[src/rtl/icape2_pkg.sv]
// Shared constants, opcode and state types for the ICAPE2 responder.
package icape2_pkg;

    localparam logic [31:0] SYNC_WORD  = 32'hAA995566;
    localparam logic [31:0] NOOP_WORD  = 32'h20000000;
    localparam logic [31:0] DUMMY_WORD = 32'hFFFFFFFF;

    localparam logic [4:0] REG_CMD    = 5'h04;
    localparam logic [4:0] REG_IDCODE = 5'h0C;
    localparam logic [4:0] REG_WBSTAR = 5'h10;

    localparam logic [4:0] CMD_DESYNC = 5'h0D;
    localparam logic [4:0] CMD_IPROG  = 5'h0F;

    localparam logic [2:0] PKT_TYPE1 = 3'b001;
    localparam logic [2:0] PKT_TYPE2 = 3'b010;

    typedef enum logic [1:0] {
        OP_NOP   = 2'b00,
        OP_READ  = 2'b01,
        OP_WRITE = 2'b10,
        OP_RSVD  = 2'b11
    } opcode_e;

    typedef enum logic [2:0] {
        ST_DESYNC,
        ST_HDR,
        ST_WDATA,
        ST_RWAIT,
        ST_RDATA,
        ST_ABORT
    } state_e;

endpackage

[src/rtl/icape2_bitswap.sv]
// Reverses bit order inside each byte of a 32-bit word (raw ICAPE2 pin order).
module icape2_bitswap (
    input  logic [31:0] i_word,
    output logic [31:0] o_word
);

    for (genvar b = 0; b < 4; b++) begin : g_byte
        for (genvar k = 0; k < 8; k++) begin : g_bit
            assign o_word[b*8+k] = i_word[b*8+7-k];
        end
    end

endmodule

[src/rtl/icape2_responder.sv]
// Device-side model of the 7-series ICAPE2 port: packet decoder plus 32-entry register file.
// Optional macro ICAPE2_BITSWAP_EN: I/O words use per-byte bit-reversed primitive pin order.
module icape2_responder
    import icape2_pkg::*;
#(
    parameter int          READ_LAT = 3,
    parameter logic [31:0] ID_CODE  = 32'h0362D093
) (
    input  logic        i_clk,
    input  logic        i_reset,
    input  logic        i_csn,
    input  logic        i_rdwrn,
    input  logic [31:0] i_data,
    output logic [31:0] o_data,
    output logic        o_synced,
    output logic        o_abort,
    output logic        o_iprog,
    output logic [31:0] o_wbstar
);

    state_e      r_state;
    opcode_e     r_op;
    logic [26:0] r_cnt;
    logic [15:0] r_lat;
    logic [4:0]  r_addr;
    logic [31:0] r_data;
    logic        r_synced, r_abort, r_iprog, r_desync_pend;
    logic        r_prev_csn, r_prev_rdwrn;
    logic [31:0] r_wbstar;
    logic [31:0] r_regs [32];

    logic [31:0] w_word;
    logic        w_wr, w_rd, w_abort_evt;
    logic [2:0]  w_type;
    opcode_e     w_hdr_op, w_eff_op;
    logic [26:0] w_hdr_cnt;

    state_e      w_state_next;
    opcode_e     w_op_next;
    logic [26:0] w_cnt_next;
    logic [15:0] w_lat_next;
    logic [4:0]  w_addr_next;
    logic [31:0] w_data_next;
    logic        w_reg_we, w_clear_regs, w_iprog, w_desync_pend_next;

`ifdef ICAPE2_BITSWAP_EN
    icape2_bitswap u_swap_in  (.i_word(i_data), .o_word(w_word));
    icape2_bitswap u_swap_out (.i_word(r_data), .o_word(o_data));
`else
    assign w_word = i_data;
    assign o_data = r_data;
`endif

    assign w_wr = !i_csn && !i_rdwrn;
    assign w_rd = !i_csn &&  i_rdwrn;

    // Direction flip on two consecutive selected cycles is a protocol violation.
    assign w_abort_evt = !i_csn && !r_prev_csn && (i_rdwrn != r_prev_rdwrn) &&
                         (r_state inside {ST_HDR, ST_WDATA, ST_RWAIT, ST_RDATA});

    assign w_type    = w_word[31:29];
    assign w_hdr_op  = opcode_e'(w_word[28:27]);
    assign w_eff_op  = (w_type == PKT_TYPE1) ? w_hdr_op : r_op;
    assign w_hdr_cnt = (w_type == PKT_TYPE1) ? {16'd0, w_word[10:0]} :
                       (w_type == PKT_TYPE2) ? w_word[26:0] : 27'd0;

    always_comb begin
        w_state_next       = r_state;
        w_op_next          = r_op;
        w_cnt_next         = r_cnt;
        w_lat_next         = r_lat;
        w_addr_next        = r_addr;
        w_data_next        = DUMMY_WORD;
        w_reg_we           = 1'b0;
        w_clear_regs       = 1'b0;
        w_iprog            = 1'b0;
        w_desync_pend_next = r_desync_pend;
        if (w_abort_evt) begin
            w_state_next = ST_ABORT;
        end else begin
            case (r_state)
                ST_DESYNC: begin
                    if (w_wr && w_word == SYNC_WORD) w_state_next = ST_HDR;
                end
                ST_HDR: begin
                    if (w_wr) begin
                        if (w_type == PKT_TYPE1) begin
                            w_op_next   = w_hdr_op;
                            w_addr_next = w_word[17:13];
                        end
                        if (w_hdr_cnt != 27'd0) begin
                            if (w_eff_op == OP_WRITE) begin
                                w_state_next       = ST_WDATA;
                                w_cnt_next         = w_hdr_cnt;
                                w_desync_pend_next = 1'b0;
                            end else if (w_eff_op == OP_READ) begin
                                w_state_next = ST_RWAIT;
                                w_cnt_next   = w_hdr_cnt;
                                w_lat_next   = 16'd0;
                            end
                        end
                    end
                end
                ST_WDATA: begin
                    if (w_wr) begin
                        w_cnt_next = r_cnt - 27'd1;
                        if (r_addr == REG_CMD && w_word == {27'd0, CMD_IPROG}) begin
                            w_iprog      = 1'b1;
                            w_clear_regs = 1'b1;
                            w_state_next = ST_DESYNC;
                        end else begin
                            w_reg_we           = (r_addr != REG_IDCODE);
                            w_desync_pend_next = r_desync_pend ||
                                (r_addr == REG_CMD && w_word == {27'd0, CMD_DESYNC});
                            if (r_cnt == 27'd1)
                                w_state_next = w_desync_pend_next ? ST_DESYNC : ST_HDR;
                        end
                    end
                end
                ST_RWAIT: begin
                    if (w_rd) begin
                        w_lat_next = r_lat + 16'd1;
                        if (int'(r_lat) + 1 >= READ_LAT) begin
                            w_data_next  = r_regs[r_addr];
                            w_state_next = ST_RDATA;
                        end
                    end
                end
                ST_RDATA: begin
                    if (w_rd) begin
                        w_cnt_next = r_cnt - 27'd1;
                        if (r_cnt == 27'd1) w_state_next = ST_HDR;
                        else                w_data_next  = r_regs[r_addr];
                    end else if (w_wr) begin
                        w_cnt_next   = 27'd0;
                        w_state_next = ST_HDR;
                    end else begin
                        w_data_next = r_data;
                    end
                end
                ST_ABORT: begin
                    if (i_csn) w_state_next = ST_DESYNC;
                end
                default: w_state_next = ST_DESYNC;
            endcase
        end
    end

    always_ff @(posedge i_clk) begin
        if (i_reset) begin
            r_state       <= ST_DESYNC;
            r_op          <= OP_NOP;
            r_cnt         <= 27'd0;
            r_lat         <= 16'd0;
            r_addr        <= 5'd0;
            r_data        <= DUMMY_WORD;
            r_synced      <= 1'b0;
            r_abort       <= 1'b0;
            r_iprog       <= 1'b0;
            r_desync_pend <= 1'b0;
            r_prev_csn    <= 1'b1;
            r_prev_rdwrn  <= 1'b0;
            r_wbstar      <= 32'd0;
            for (int i = 0; i < 32; i++)
                r_regs[i] <= (5'(i) == REG_IDCODE) ? ID_CODE : 32'd0;
        end else begin
            r_state       <= w_state_next;
            r_op          <= w_op_next;
            r_cnt         <= w_cnt_next;
            r_lat         <= w_lat_next;
            r_addr        <= w_addr_next;
            r_data        <= w_data_next;
            r_synced      <= (w_state_next != ST_DESYNC);
            r_abort       <= (w_state_next == ST_ABORT);
            r_iprog       <= w_iprog;
            r_desync_pend <= w_desync_pend_next;
            r_prev_csn    <= i_csn;
            r_prev_rdwrn  <= i_rdwrn;
            r_wbstar      <= r_regs[REG_WBSTAR];
            if (w_clear_regs) begin
                for (int i = 0; i < 32; i++)
                    if (5'(i) != REG_WBSTAR && 5'(i) != REG_IDCODE) r_regs[i] <= 32'd0;
            end else if (w_reg_we) begin
                r_regs[r_addr] <= w_word;
            end
        end
    end

    assign o_synced = r_synced;
    assign o_abort  = r_abort;
    assign o_iprog  = r_iprog;
    assign o_wbstar = r_wbstar;

endmodule

[config.mk]
export PLATFORM = sky130hd
export DESIGN_NAME = icape2_responder
export DESIGN_NICKNAME = d
export VERILOG_FILES = /design/src/rtl/icape2_pkg.sv /design/src/rtl/icape2_bitswap.sv /design/src/rtl/icape2_responder.sv
export SDC_FILE = /design/constraint.sdc
export NUM_CORES = 2
export LEC_CHECK = 0
export ABC_AREA = 1
export CAP_MARGIN = 25
export CORE_UTILIZATION = 62
export CTS_CLUSTER_DIAMETER = 100
export DETAILED_ROUTE_END_ITERATION = 12
export PLACE_DENSITY = 0.79
export SYNTH_ARGS = -nofsm -noshare
export SYNTH_HDL_FRONTEND = slang
export SYNTH_SLANG_ARGS = --single-unit
export TNS_END_PERCENT = 100
[constraint.sdc]
create_clock -name i_clk -period 3.95 [get_ports i_clk]
set_input_delay 0.395 -clock i_clk [delete_from_list [all_inputs] [get_ports i_clk]]
set_output_delay 0.395 -clock i_clk [all_outputs]
set_load 0.02 [all_outputs]
==> results by group <==
Run status
  • Status: completed

Clock tree
  • # resized after CTS: 0
  • Post-CTS Setup Repair Bufs: 0
  • Number of CTS-inserted buffers: 113
  • Max clock buf depth: 3
  • Clock Latency Late Sink: 0.69 ns
  • Root buf cell: clkbuf_16
  • Clk sinks: 1152
  • CTS H-tree lvls: 3
  • Clock transition at the registers of the reported paths: 0.06 ns
  • CTS tree: built
  • Cts-stage hold buffer count: 0

Worst setup path
  • CP Buf/Inv Count: 3
  • CP delay by family, top: simple AND/OR/NAND/NOR gates
  • Highest net fanout along the worst path: 32
  • CP Launch Type: register
  • Critical path type: register to register
  • Cell Chain, Critical Path: inv_1 > nand3_2 > nand2_1 > inv_2 > a21oi_2 > nor2_2 > and2_1 > nand2_2 > nor3_4 > nand2_1 > nand2_1 > buf_4
  • Crit. End Element: register
  • Critical Path RT: 4.28 ns
  • CP max stage delay: 0.53 ns
  • CP arrival: 3.63 ns
  • Most frequent CP cell: nand2_1
  • Slowest-stage cell, CP: nor3_4

Finish
  • Area Overhead vs Synth: 10.82%
  • Finished Cell Area: 0.05751 mm^2
  • Area of the multi-input gates: 0.01568 mm^2
  • Nets@finish: 5355
  • Share of layout cells above drive strength 1: 6.260%
  • # fillers: 5939
  • Most frequent cells in the layout: 1722 x nor2_1, 1024 x edfxtp_1, 616 x nand2_1, 569 x o21ai_0, 263 x inv_1
  • Sequential cell area: 0.03332 mm^2
  • Most common cell after layout, fill and taps aside: nor2_1

Routing
  • DRC: 0
  • Total number of vias: 40469
  • Met1 WL: 53.40 mm
  • Total routed wirelength: 147.9 mm
  • Drt initial violations: 6745
  • Highest Signal Layer: met5
  • Number of nets with antenna violations after routing: 0
  • Met2 wire len: 64.34 mm
  • DRT Pass-1 Iters: 6
  • WL per Instance: 22.81 um
  • Vias/cell: 6.238
  • Met3 Wirelength: 22.31 mm

Pwr
  • Power per cell area: 464.3 mW/mm^2
  • VDD IR max: 0.4094 mV
  • Pleak: 22.85 nW
  • Power, Total: 26.70 mW

Floorplan
  • Num ports: 103
  • Die area: 0.08486 mm^2
  • Initial Util: 62.90%
  • Die Y: 291.3 um
  • Placeable Area: 0.08250 mm^2
  • # rows: 105
  • Chip width: 291.3 um

Global route
  • Largest net degree at the start of global routing: 133
  • Tot GR Track Use: 34.59%
  • Initial antenna violation count: 6
  • Vias in the first global route: 37717
  • First-pass GRT wire length: 221.9 mm
  • Total congestion overflow: 0

Synth
  • Synth area leader: edfxtp_1
  • Synth area leaders: edfxtp_1 59%, nor2_1 12%, o21ai_0 5.5%, dfxtp_1 4.9%, nand2_1 4.5%
  • EDFF count, synth: 1024
  • Top cell type's share of synthesized area: 59.26%
  • Top FF cell, synth: edfxtp_1
  • Mean Syn Cell Area: 9.658 um^2
  • Post-synthesis async set-or-reset flop share: 0%
  • Sequential fraction of the synthesis area: 64.19%
  • Post-Syn Area: 0.05189 mm^2
  • Register bit total from synthesis: 1152
  • Gate Count Post-Synth: 5373
  • Synth cell types: 42
  • Synth Warn #: 0

STA
  • Tightest Pin Transition: 1.150 ns
  • Setup TNS: 0 ns
  • Hold slack: 0.1652 ns
  • Setup-failing EPs final: 0
  • Final hold vios: 0
  • Fin crit share: 83.71%
  • Final setup skew: 0.01428 ns
  • Crit path time final: 3.306 ns
  • Pins Over Slew Limit: 0
  • Worst relative slew slack: 22.76%
  • RSZ-0062 raised after global routing: false
  • Final WS setup: 0.6436 ns
  • Achievable frequency: 302.4 MHz

Place
  • Dpl ws: 0.2474 ns
  • Placed cell areas: 0.05370 mm^2
  • PortBufs: 102
  • HPWL reported at the end of detailed placement: 85.95 mm
  • GP Congestion: 0.9448

Job
  • Max-Cap Viols: 0

Min path
  • Worst Hold Class: input port to register
-- cell type report --
| type | count | share of cell area [%] |
|---|---|---|
| antenna | 2 | 0.008703 |
| clock buffer | 155 | 5.459 |
| clock inverter | 60 | 1.107 |
| inverter | 273 | 1.804 |
| multi-input combinational | 3532 | 27.27 |
| sequential | 1152 | 57.95 |
| tap | 1070 | 2.328 |
| timing repair buffer | 243 | 4.082 |
-- kinds of logic (layout without fill, tap and decap cells) --
logic type / after synthesis / after routing / share of synthesized area [%]
and+or+nand+nor: 2455 / 2455 / 18.20
xor gates and xnor gates: 14 / 14 / 0.2363
other: 2 / 34 / 0.01447
DFF: 1152 / 1152 / 64.19
buffers and inverters: 719 / 731 / 5.837
adders and majority gates: 4 / 4 / 0.09645
AOI/OAI and AO/OA: 1027 / 1027 / 11.42
-- per-stage QoR --
step / std cells / utilization (%)
after CTS: 6484 / 69.66
after global placement: 6269 / 65.09
after detailed placement: 6269 / 65.09
final: 6487 / 69.70
after floorplan: 5403 / -
after global routing: 6486 / 69.70
-- cell usage after synthesis, types with 3 or more instances --
cell type,number
nor3_4,3
clkbuf_1,316
clkinv_1,4
nand3b_1,3
nand2_1,616
inv_2,5
dfxtp_1,128
or2_2,4
nand4_1,16
o211ai_1,130
a211oi_1,9
xor2_1,13
o21ai_0,570
buf_2,80
ha_1,4
nor3_1,22
o22ai_1,228
edfxtp_1,1024
a21oi_1,47
o221ai_1,33
and2_1,4
nand3_1,54
inv_1,264
buf_1,18
buf_6,30
nor2_1,1725
-- where the power goes --
group          switching [mW]  internal [mW]
logic                    1.42          0.523
clock network            4.58           6.34
registers               0.168           13.7
total                    6.17           20.5
-- registers in the layout, summed over array words and instances, names as in the netlist, named ones only --
name	count
r_prev_csn	1
r_prev_rdwrn	1
o_wbstar	32
r_regs	1024
o_iprog	1
o_data	32
r_desync_pend	1
r_state	3
r_op	2
o_abort	1
r_addr	5
r_lat	16
r_cnt	27
o_synced	1
-- routing by layer --
metal | vias to the layer above | GRT usage (%)
li1 | 18072 | -
met1 | 18946 | 48.81
met2 | 3029 | 51.27
met3 | 418 | 7.330
met4 | 4 | 16.94
met5 | - | 0
-- worst reg2reg max path, stage by stage, from the launching register on --
cell     delay (ns)
dfxtp_1        0.40
inv_1          0.11
nand3_2        0.17
nand2_1        0.18
inv_2          0.21
a21oi_2        0.12
nor2_2         0.14
and2_1         0.15
nand2_2        0.15
nor3_4         0.54
nand2_1        0.19
nand2_1        0.11
buf_4          0.43
-- path summary, 6_finish.rpt --
| check | from | endpoint | slack (ns) | depth (start not counted) |
|---|---|---|---|---|
| hold / removal | i_reset | o_wbstar[1] | 0.17 | 2 |
| setup reg to reg | r_state[2] | r_regs[15][25] | 0.64 | 12 |
| hold reg to reg | r_regs[16][6] | o_wbstar[6] | 0.48 | 2 |
| setup / recovery | r_state[2] | r_regs[15][25] | 0.64 | 12 |
Power figures use the tool's default switching activity.
